===== src/rtl/mips_defs.sv =====
// Shared MIPS definitions: opcodes, funct codes, ALU codes, control states.
// Opcode support depends on UNIDADE_CONTROLE_BNE_EN.
package mips_defs;

  localparam logic [5:0] OP_R    = 6'b000000;
  localparam logic [5:0] OP_LW   = 6'b100011;
  localparam logic [5:0] OP_SW   = 6'b101011;
  localparam logic [5:0] OP_BEQ  = 6'b000100;
  localparam logic [5:0] OP_BNE  = 6'b000101;
  localparam logic [5:0] OP_J    = 6'b000010;
  localparam logic [5:0] OP_ADDI = 6'b001000;

  localparam logic [5:0] F_ADD = 6'b100000;
  localparam logic [5:0] F_SUB = 6'b100010;
  localparam logic [5:0] F_AND = 6'b100100;
  localparam logic [5:0] F_OR  = 6'b100101;
  localparam logic [5:0] F_SLT = 6'b101010;
  localparam logic [5:0] F_NOR = 6'b100111;

  localparam logic [3:0] ULA_AND = 4'b0000;
  localparam logic [3:0] ULA_OR  = 4'b0001;
  localparam logic [3:0] ULA_ADD = 4'b0010;
  localparam logic [3:0] ULA_SUB = 4'b0011;
  localparam logic [3:0] ULA_SLT = 4'b0100;
  localparam logic [3:0] ULA_NOR = 4'b0101;

  typedef enum logic [3:0] {
    EST_BUSCA        = 4'd0,
    EST_DECODIFICA   = 4'd1,
    EST_ENDMEM       = 4'd2,
    EST_LE_MEM       = 4'd3,
    EST_ESCR_REG_MEM = 4'd4,
    EST_ESCR_MEM     = 4'd5,
    EST_EXEC_R       = 4'd6,
    EST_FIM_R        = 4'd7,
    EST_EXEC_I       = 4'd8,
    EST_FIM_I        = 4'd9,
    EST_DESVIO       = 4'd10,
    EST_SALTO        = 4'd11,
    EST_DESVIO_NE    = 4'd12
  } estado_t;

  function automatic logic opcodeSuportado(input logic [5:0] op);
    logic ok;
    ok = (op == OP_R) || (op == OP_LW) || (op == OP_SW) ||
         (op == OP_BEQ) || (op == OP_J) || (op == OP_ADDI);
`ifdef UNIDADE_CONTROLE_BNE_EN
    ok = ok || (op == OP_BNE);
`endif
    return ok;
  endfunction

endpackage


===== src/rtl/decodifica_funct.sv =====
// Combinational funct -> ALU operation decode for R-type instructions.
// Unknown funct falls back to ADD and raises invalido.
module decodifica_funct
  import mips_defs::*;
(
  input  logic [5:0] funct,
  output logic [3:0] codigo,
  output logic       invalido
);

  always_comb begin
    codigo   = ULA_ADD;
    invalido = 1'b0;
    unique case (1'b1)
      (funct == F_ADD): codigo = ULA_ADD;
      (funct == F_SUB): codigo = ULA_SUB;
      (funct == F_AND): codigo = ULA_AND;
      (funct == F_OR):  codigo = ULA_OR;
      (funct == F_SLT): codigo = ULA_SLT;
      (funct == F_NOR): codigo = ULA_NOR;
      default:          invalido = 1'b1;
    endcase
  end

endmodule


===== src/rtl/unidade_controle_multiciclo.sv =====
// Multi-cycle MIPS control FSM driving datapath enables and ALU select.
// Define UNIDADE_CONTROLE_BNE_EN to add bne support.
module unidade_controle_multiciclo
  import mips_defs::*;
#(
  parameter int LARGURA_ESTADO = 4
) (
  input  logic       clock,
  input  logic       reset,
  input  logic [0:5] opcode,
  input  logic [0:5] funct,
  input  logic       zero,
  output logic       escritaPC,
  output logic       iouD,
  output logic       leMem,
  output logic       escreveMem,
  output logic       escreveIR,
  output logic       memParaReg,
  output logic       regDst,
  output logic       escreveReg,
  output logic       fonteA,
  output logic [0:1] fonteB,
  output logic [0:1] fontePC,
  output logic [0:3] unidadeControle,
  output logic       instrInvalida
);

  logic [LARGURA_ESTADO-1:0] estado;
  logic                      ehLw;
  logic                      functRuim;
  logic [3:0]                codigoR;
  logic                      invR;

  decodifica_funct uDecFunct (
    .funct    (funct),
    .codigo   (codigoR),
    .invalido (invR)
  );

  // lw/sw choice and bad funct are latched so later opcode/funct changes are ignored
  always_ff @(posedge clock or posedge reset) begin
    if (reset) begin
      estado    <= EST_BUSCA;
      ehLw      <= 1'b0;
      functRuim <= 1'b0;
    end else begin
      case (estado)
        EST_BUSCA: estado <= EST_DECODIFICA;
        EST_DECODIFICA: begin
          ehLw <= (opcode == OP_LW);
          case (opcode)
            OP_LW, OP_SW: estado <= EST_ENDMEM;
            OP_R:         estado <= EST_EXEC_R;
            OP_BEQ:       estado <= EST_DESVIO;
`ifdef UNIDADE_CONTROLE_BNE_EN
            OP_BNE:       estado <= EST_DESVIO_NE;
`endif
            OP_J:         estado <= EST_SALTO;
            OP_ADDI:      estado <= EST_EXEC_I;
            default:      estado <= EST_BUSCA;
          endcase
        end
        EST_ENDMEM:
          estado <= ehLw ? EST_LE_MEM : EST_ESCR_MEM;
        EST_LE_MEM:       estado <= EST_ESCR_REG_MEM;
        EST_ESCR_REG_MEM: estado <= EST_BUSCA;
        EST_ESCR_MEM:     estado <= EST_BUSCA;
        EST_EXEC_R: begin
          functRuim <= invR;
          estado    <= EST_FIM_R;
        end
        EST_FIM_R:        estado <= EST_BUSCA;
        EST_EXEC_I:       estado <= EST_FIM_I;
        EST_FIM_I:        estado <= EST_BUSCA;
        EST_DESVIO:       estado <= EST_BUSCA;
`ifdef UNIDADE_CONTROLE_BNE_EN
        EST_DESVIO_NE:    estado <= EST_BUSCA;
`endif
        EST_SALTO:        estado <= EST_BUSCA;
        default:          estado <= EST_BUSCA;
      endcase
    end
  end

  always_comb begin
    escritaPC       = 1'b0;
    iouD            = 1'b0;
    leMem           = 1'b0;
    escreveMem      = 1'b0;
    escreveIR       = 1'b0;
    memParaReg      = 1'b0;
    regDst          = 1'b0;
    escreveReg      = 1'b0;
    fonteA          = 1'b0;
    fonteB          = 2'b00;
    fontePC         = 2'b00;
    unidadeControle = ULA_AND;
    instrInvalida   = 1'b0;
    if (!reset) begin
      case (estado)
        EST_BUSCA: begin
          leMem           = 1'b1;
          escreveIR       = 1'b1;
          fonteB          = 2'b01;
          unidadeControle = ULA_ADD;
          escritaPC       = 1'b1;
        end
        EST_DECODIFICA: begin
          fonteB          = 2'b11;
          unidadeControle = ULA_ADD;
          instrInvalida   = !opcodeSuportado(opcode);
        end
        EST_ENDMEM: begin
          fonteA          = 1'b1;
          fonteB          = 2'b10;
          unidadeControle = ULA_ADD;
        end
        EST_LE_MEM: begin
          iouD  = 1'b1;
          leMem = 1'b1;
        end
        EST_ESCR_REG_MEM: begin
          escreveReg = 1'b1;
          memParaReg = 1'b1;
        end
        EST_ESCR_MEM: begin
          iouD       = 1'b1;
          escreveMem = 1'b1;
        end
        EST_EXEC_R: begin
          fonteA          = 1'b1;
          unidadeControle = codigoR;
        end
        EST_FIM_R: begin
          regDst        = 1'b1;
          escreveReg    = !functRuim;
          instrInvalida = functRuim;
        end
        EST_EXEC_I: begin
          fonteA          = 1'b1;
          fonteB          = 2'b10;
          unidadeControle = ULA_ADD;
        end
        EST_FIM_I: escreveReg = 1'b1;
        EST_DESVIO: begin
          fonteA          = 1'b1;
          unidadeControle = ULA_SUB;
          fontePC         = 2'b01;
          escritaPC       = zero;
        end
`ifdef UNIDADE_CONTROLE_BNE_EN
        EST_DESVIO_NE: begin
          fonteA          = 1'b1;
          unidadeControle = ULA_SUB;
          fontePC         = 2'b01;
          escritaPC       = !zero;
        end
`endif
        EST_SALTO: begin
          fontePC   = 2'b10;
          escritaPC = 1'b1;
        end
        default: ;
      endcase
    end
  end

endmodule


===== config.mk =====
export PLATFORM = sky130hd
export DESIGN_NAME = unidade_controle_multiciclo
export DESIGN_NICKNAME = d
export VERILOG_FILES = /design/src/rtl/mips_defs.sv /design/src/rtl/decodifica_funct.sv /design/src/rtl/unidade_controle_multiciclo.sv
export SDC_FILE = /design/constraint.sdc
export NUM_CORES = 1
export LEC_CHECK = 0
export CORE_MARGIN = 10
export CORE_UTILIZATION = 45
export DETAILED_ROUTE_END_ITERATION = 12
export GPL_TIMING_DRIVEN = 0
export PLACE_DENSITY = 0.89
export SLEW_MARGIN = 40
export SYNTH_ARGS = -nofsm -noshare
export SYNTH_HDL_FRONTEND = slang
export SYNTH_SLANG_ARGS = --single-unit

===== constraint.sdc =====
create_clock -name clock -period 5.3 [get_ports clock]
set_input_delay 1.06 -clock clock [delete_from_list [all_inputs] [get_ports clock]]
set_output_delay 1.06 -clock clock [all_outputs]
set_load 0.005 [all_outputs]

# Word level (Yosys, flattened, before mapping)
# Index checks and enable logic that the tools add are counted.
# classes
eq_ne	22
muxes	31
n_reduce_logical	18
# ops
cell	n
$eq A6 B6 Y1 const B	8
$pmux W4 S6	1
$pmux W4 S5	1
$mux W1	18
$eq A4 B3 Y1 const B	4
$eq A4 B4 Y1 const B	4
$pmux W3 S5	1
$pmux W4 S3	1
$reduce_or A2 Y1	6
$eq A4 B2 Y1 const B	2
$reduce_or A4 Y1	2
$eq A6 B2 Y1 const B	1
$eq A6 B3 Y1 const B	1
$eq A6 B4 Y1 const B	1
$logic_not A6 Y1	1
$pmux W1 S2	3
$pmux W2 S3	1
$reduce_or A6 Y1	1
$logic_or A1 B1 Y1	5
$eq A4 B1 Y1 const B	1
$logic_not A4 Y1	1
$mux W2	2
$mux W4	1
$pmux W2 S2	1
other kinds (2)	3
# totals
ff_bits	6
input_bits	15
out_inout_bits	18

# Logic depth before layout (Yosys ltp)
# depth
word_depth	9
ltp_mapped	5
mapped_depth_nobuf	3

# Modules after synthesis
# From an unflattened synthesis, not the netlist that was laid out.
# unflattened
hier_cells	108
hier_area_um2	815.8
# modules_own_cells
module	instances	cells_each	area_each_um2	seq_area_each_um2
unidade_controle_multiciclo	1	91	705.7	150.1
decodifica_funct	1	17	110.1	0.0

# Worst setup path before layout
# Ideal clock, no wire load.
# synth_timing
path_kind	input to output
startpoint	in reset
endpoint	out unidadeControle[3] (netlist bit)
arrival_time_ps	2158
setup_slack_ps	2082
path_stages	3
cell_sequence	or3b_1 > or4b_4 > o31ai_2
# synth_via
elab_chain_len	1
# synth_lines
element	line_no	rtl
start, declared	unidade_controle_multiciclo.sv:9	input logic reset,
$mux W4	unidade_controle_multiciclo.sv:99	if (!reset) begin
end, declared	unidade_controle_multiciclo.sv:24	output logic [0:3] unidadeControle,
# No other way between the ends.

# Worst setup path in the final report
# Ends and elaborated chain as after synthesis.

==> flow_summary.toml <==
[cells_and_area]
layout.nets = 150
layout_commonest_cell = "clkdlybuf4s50_1"
n_antenna_cell = 0
layout_common_cells = "31 x clkdlybuf4s50_1, 7 x nor2_1"
fin_util_pct = 71.4
drive_gt1_share_pct = 6.77
syn2layout_area_growth_pct = 46.4

[timing]
rsz0062_at_grt = "no"
fin_tns_setup_ns = 0
finalMaxSlewViolations = 0
fin_crit_ns = 4.38
finalHoldViolations = 0
fin_skew_ns = 0.00392
setup_viol = 0
fmax_ghz = 0.228
period_share_pct = 82.6

[global_route]
grt_max_degree = 11
grt_first_pass_wirelength_um = 3910
grt_pass1_vias = 839
grt_antenna_before_repair = 0
grt_overflow = 0
grt_usage_pct = 13.2

[clock_network]
cts_tree = "built"
hold_buffers = 0
clk_transition_reported_paths_ns = 0.04
cts.path.max_buffers = 2
clock_latency_ns = 0.24
root_buffer = "clkbuf_4"
postCtsSetupBuffers = 0
numCtsBuffers = 3
cts.repair.resized = 0
cts_sinks = 6
htreeDepth = 1

[die]
coreArea_sq_um = 1560
initial_core_util_pct = 48.8
row_count = 14
die_w_um = 61.1
die_h_um = 61.1
die_area_sq_um = 3740
io_pins = 33

[synth]
ys_seq_area_share_pct = 19.7
synth_flop_cell = "dfrtp_1"
syn-cell-area_sq_um = 761
synthTopCellsByArea = "dfrtp_1 20%, or3b_1 4.6%, xnor2_1 4.6%"
synth.top_cell.area_share_pct = 19.7
synth-edff-count = 0
syn-num-nets = 114
synth_cell_types = 45
async_flop_share_pct = 100
synthCells = 99
yosys_warnings = 0
ys_seq_elements = 6
yosysTopAreaCell = "dfrtp_1"
synth_area_per_cell_sq_um = 7.68

[power_and_ir_drop]
p_comb_share_pct = 62.6
p_sw_uw = 101
max-vdd-ir-drop_mv = 0.178
p_leak_nw = 0.372
power_density_nw_per_um2 = 231
p_int_uw = 156
p_sw_share_pct = 39.4
pwr-share-seq_pct = 21.7
p_clk_share_pct = 15.7

[setup_path]
crit_path_end_kind = "output pin"
path_max_fanout = 8
path_common_cell = "clkdlybuf4s50_1"
max_stage_delay_ns = 0.53
cp.depth = 5
path_cells = "clkdlybuf4s50_1 > or3b_1 > or4b_4 > o31ai_2 > clkdlybuf4s50_1"
critPathArrivalTime_ns = 3.32
worstPathRequired_ns = 4.24
slowest_stage = "clkdlybuf4s50_1"
critical_path.top_delay_family = "buffers and inverters"
worst_r2r_path_depth = 4
cp.buffers_inverters = 2
path_class = "in2out"
start_kind = "input port"

[route]
route.final.wire_length_um = 2370
drt_pass1_iterations = 4
drt_iter0_markers = 29
drc = 0
vias_per_cell = 6.17
wl_per_cell_um = 15.9
vias = 919
final_antenna_net_count = 0

[place]
gp_congestion = 0.823
io_buffers = 31
dp_hpwl_um = 1940

[worst_hold_path]
hold_depth = 2
hp-class = "reg2reg"

[run]
drv_cap = 0

[status]
status = "completed"
[worst reg2reg max path: cells and delay by family (launching register included)]
family	cells	cell delay (ns)
AOI/OAI and AO/OA	2	0.39
and+or+nand+nor	1	0.58
DFF	1	0.33
buffers and inverters	1	0.36
[metal layers]
| layer | GRT usage [%] | part of all wire [%] |
|---|---|---|
| met3 | 4.12 | 9.8 |
| met4 | 4.23 | 1.9 |
| met2 | 22.6 | 47 |
| met5 | 0 | 0 |
| met1 | 15.3 | 41 |
[layout make-up]
cell class / instances / area (sq um)
buffer: 8 / 33.8
fill: 123 / 445
timing repair buffer: 31 / 310
tap: 16 / 20.0
sequential: 6 / 150
inverter: 3 / 11.3
clock buffer: 3 / 22.5
multi-input combinational: 82 / 566
[path summary, 6_finish.rpt]
check | start | endpoint | slack [ns]
worst max register to register | estado[0] | estado[1] | 3.56
max in group asynchronous | reset | estado[0] | 3.86
worst min-delay path | ehLw | ehLw | 0.49
min in group asynchronous | reset | estado[3] | 1.24
worst max-delay path | reset | unidadeControle[3] | 0.92
worst min register to register | ehLw | ehLw | 0.49
[logic make-up (layout without fill, tap and decap cells)]
family	after synthesis	in the layout	synth area share, %
AND/OR/NAND/NOR	47	47	39.0
AO/OA/AOI/OAI	28	28	27.3
buffers and inverters	11	45	5.92
flip-flops	6	6	19.7
XOR/XNOR	4	4	4.60
multiplexers	2	2	2.96
other	1	1	0.493
[stage by stage]
stage / area (sq um) / power [mW] / hold slack, ns / cells / worst slack [ns]
global placement: 1090 / 0.212 / 0.481 / 146 / 0.934
finish: 1110 / 0.257 / 0.489 / 149 / 0.920
detailed placement: 1090 / 0.218 / 0.484 / 146 / 0.926
CTS: 1110 / 0.259 / 0.493 / 149 / 0.927
global route: 1110 / 0.279 / 0.526 / 149 / 0.817
floorplan: 761 / 0.146 / 0.452 / 99 / 2.08
[power by group through the flow]
stage	registers (mW)	logic, mW	clock network (mW)
2_1_floorplan	0.0553	0.0905	0
3_3_place_gp	0.0558	0.156	0
3_5_place_dp	0.0568	0.161	0
4_1_cts	0.0561	0.161	0.0417
5_1_grt	0.0563	0.176	0.0471
6_report	0.0559	0.161	0.0404
[synth_stat cells (2+ instances only)]
master	count
nor2_1	7
a21oi_1	6
clkbuf_1	6
dfrtp_1	6
nor3_1	6
nand2_1	5
nand2b_1	4
or3b_1	4
xnor2_1	4
inv_1	3
nand3b_1	3
nor2b_1	3
nor3b_1	3
o21ai_0	3
a2111oi_0	2
and2_1	2
mux2_2	2
nor4_1	2
o2bb2ai_1	2
[flip-flops by register name, summed over array words and instances, names as in the netlist]
| register | count |
|---|---|
| ehLw | 1 |
| estado | 4 |
| functRuim | 1 |
(Power assumes the default switching activity.)
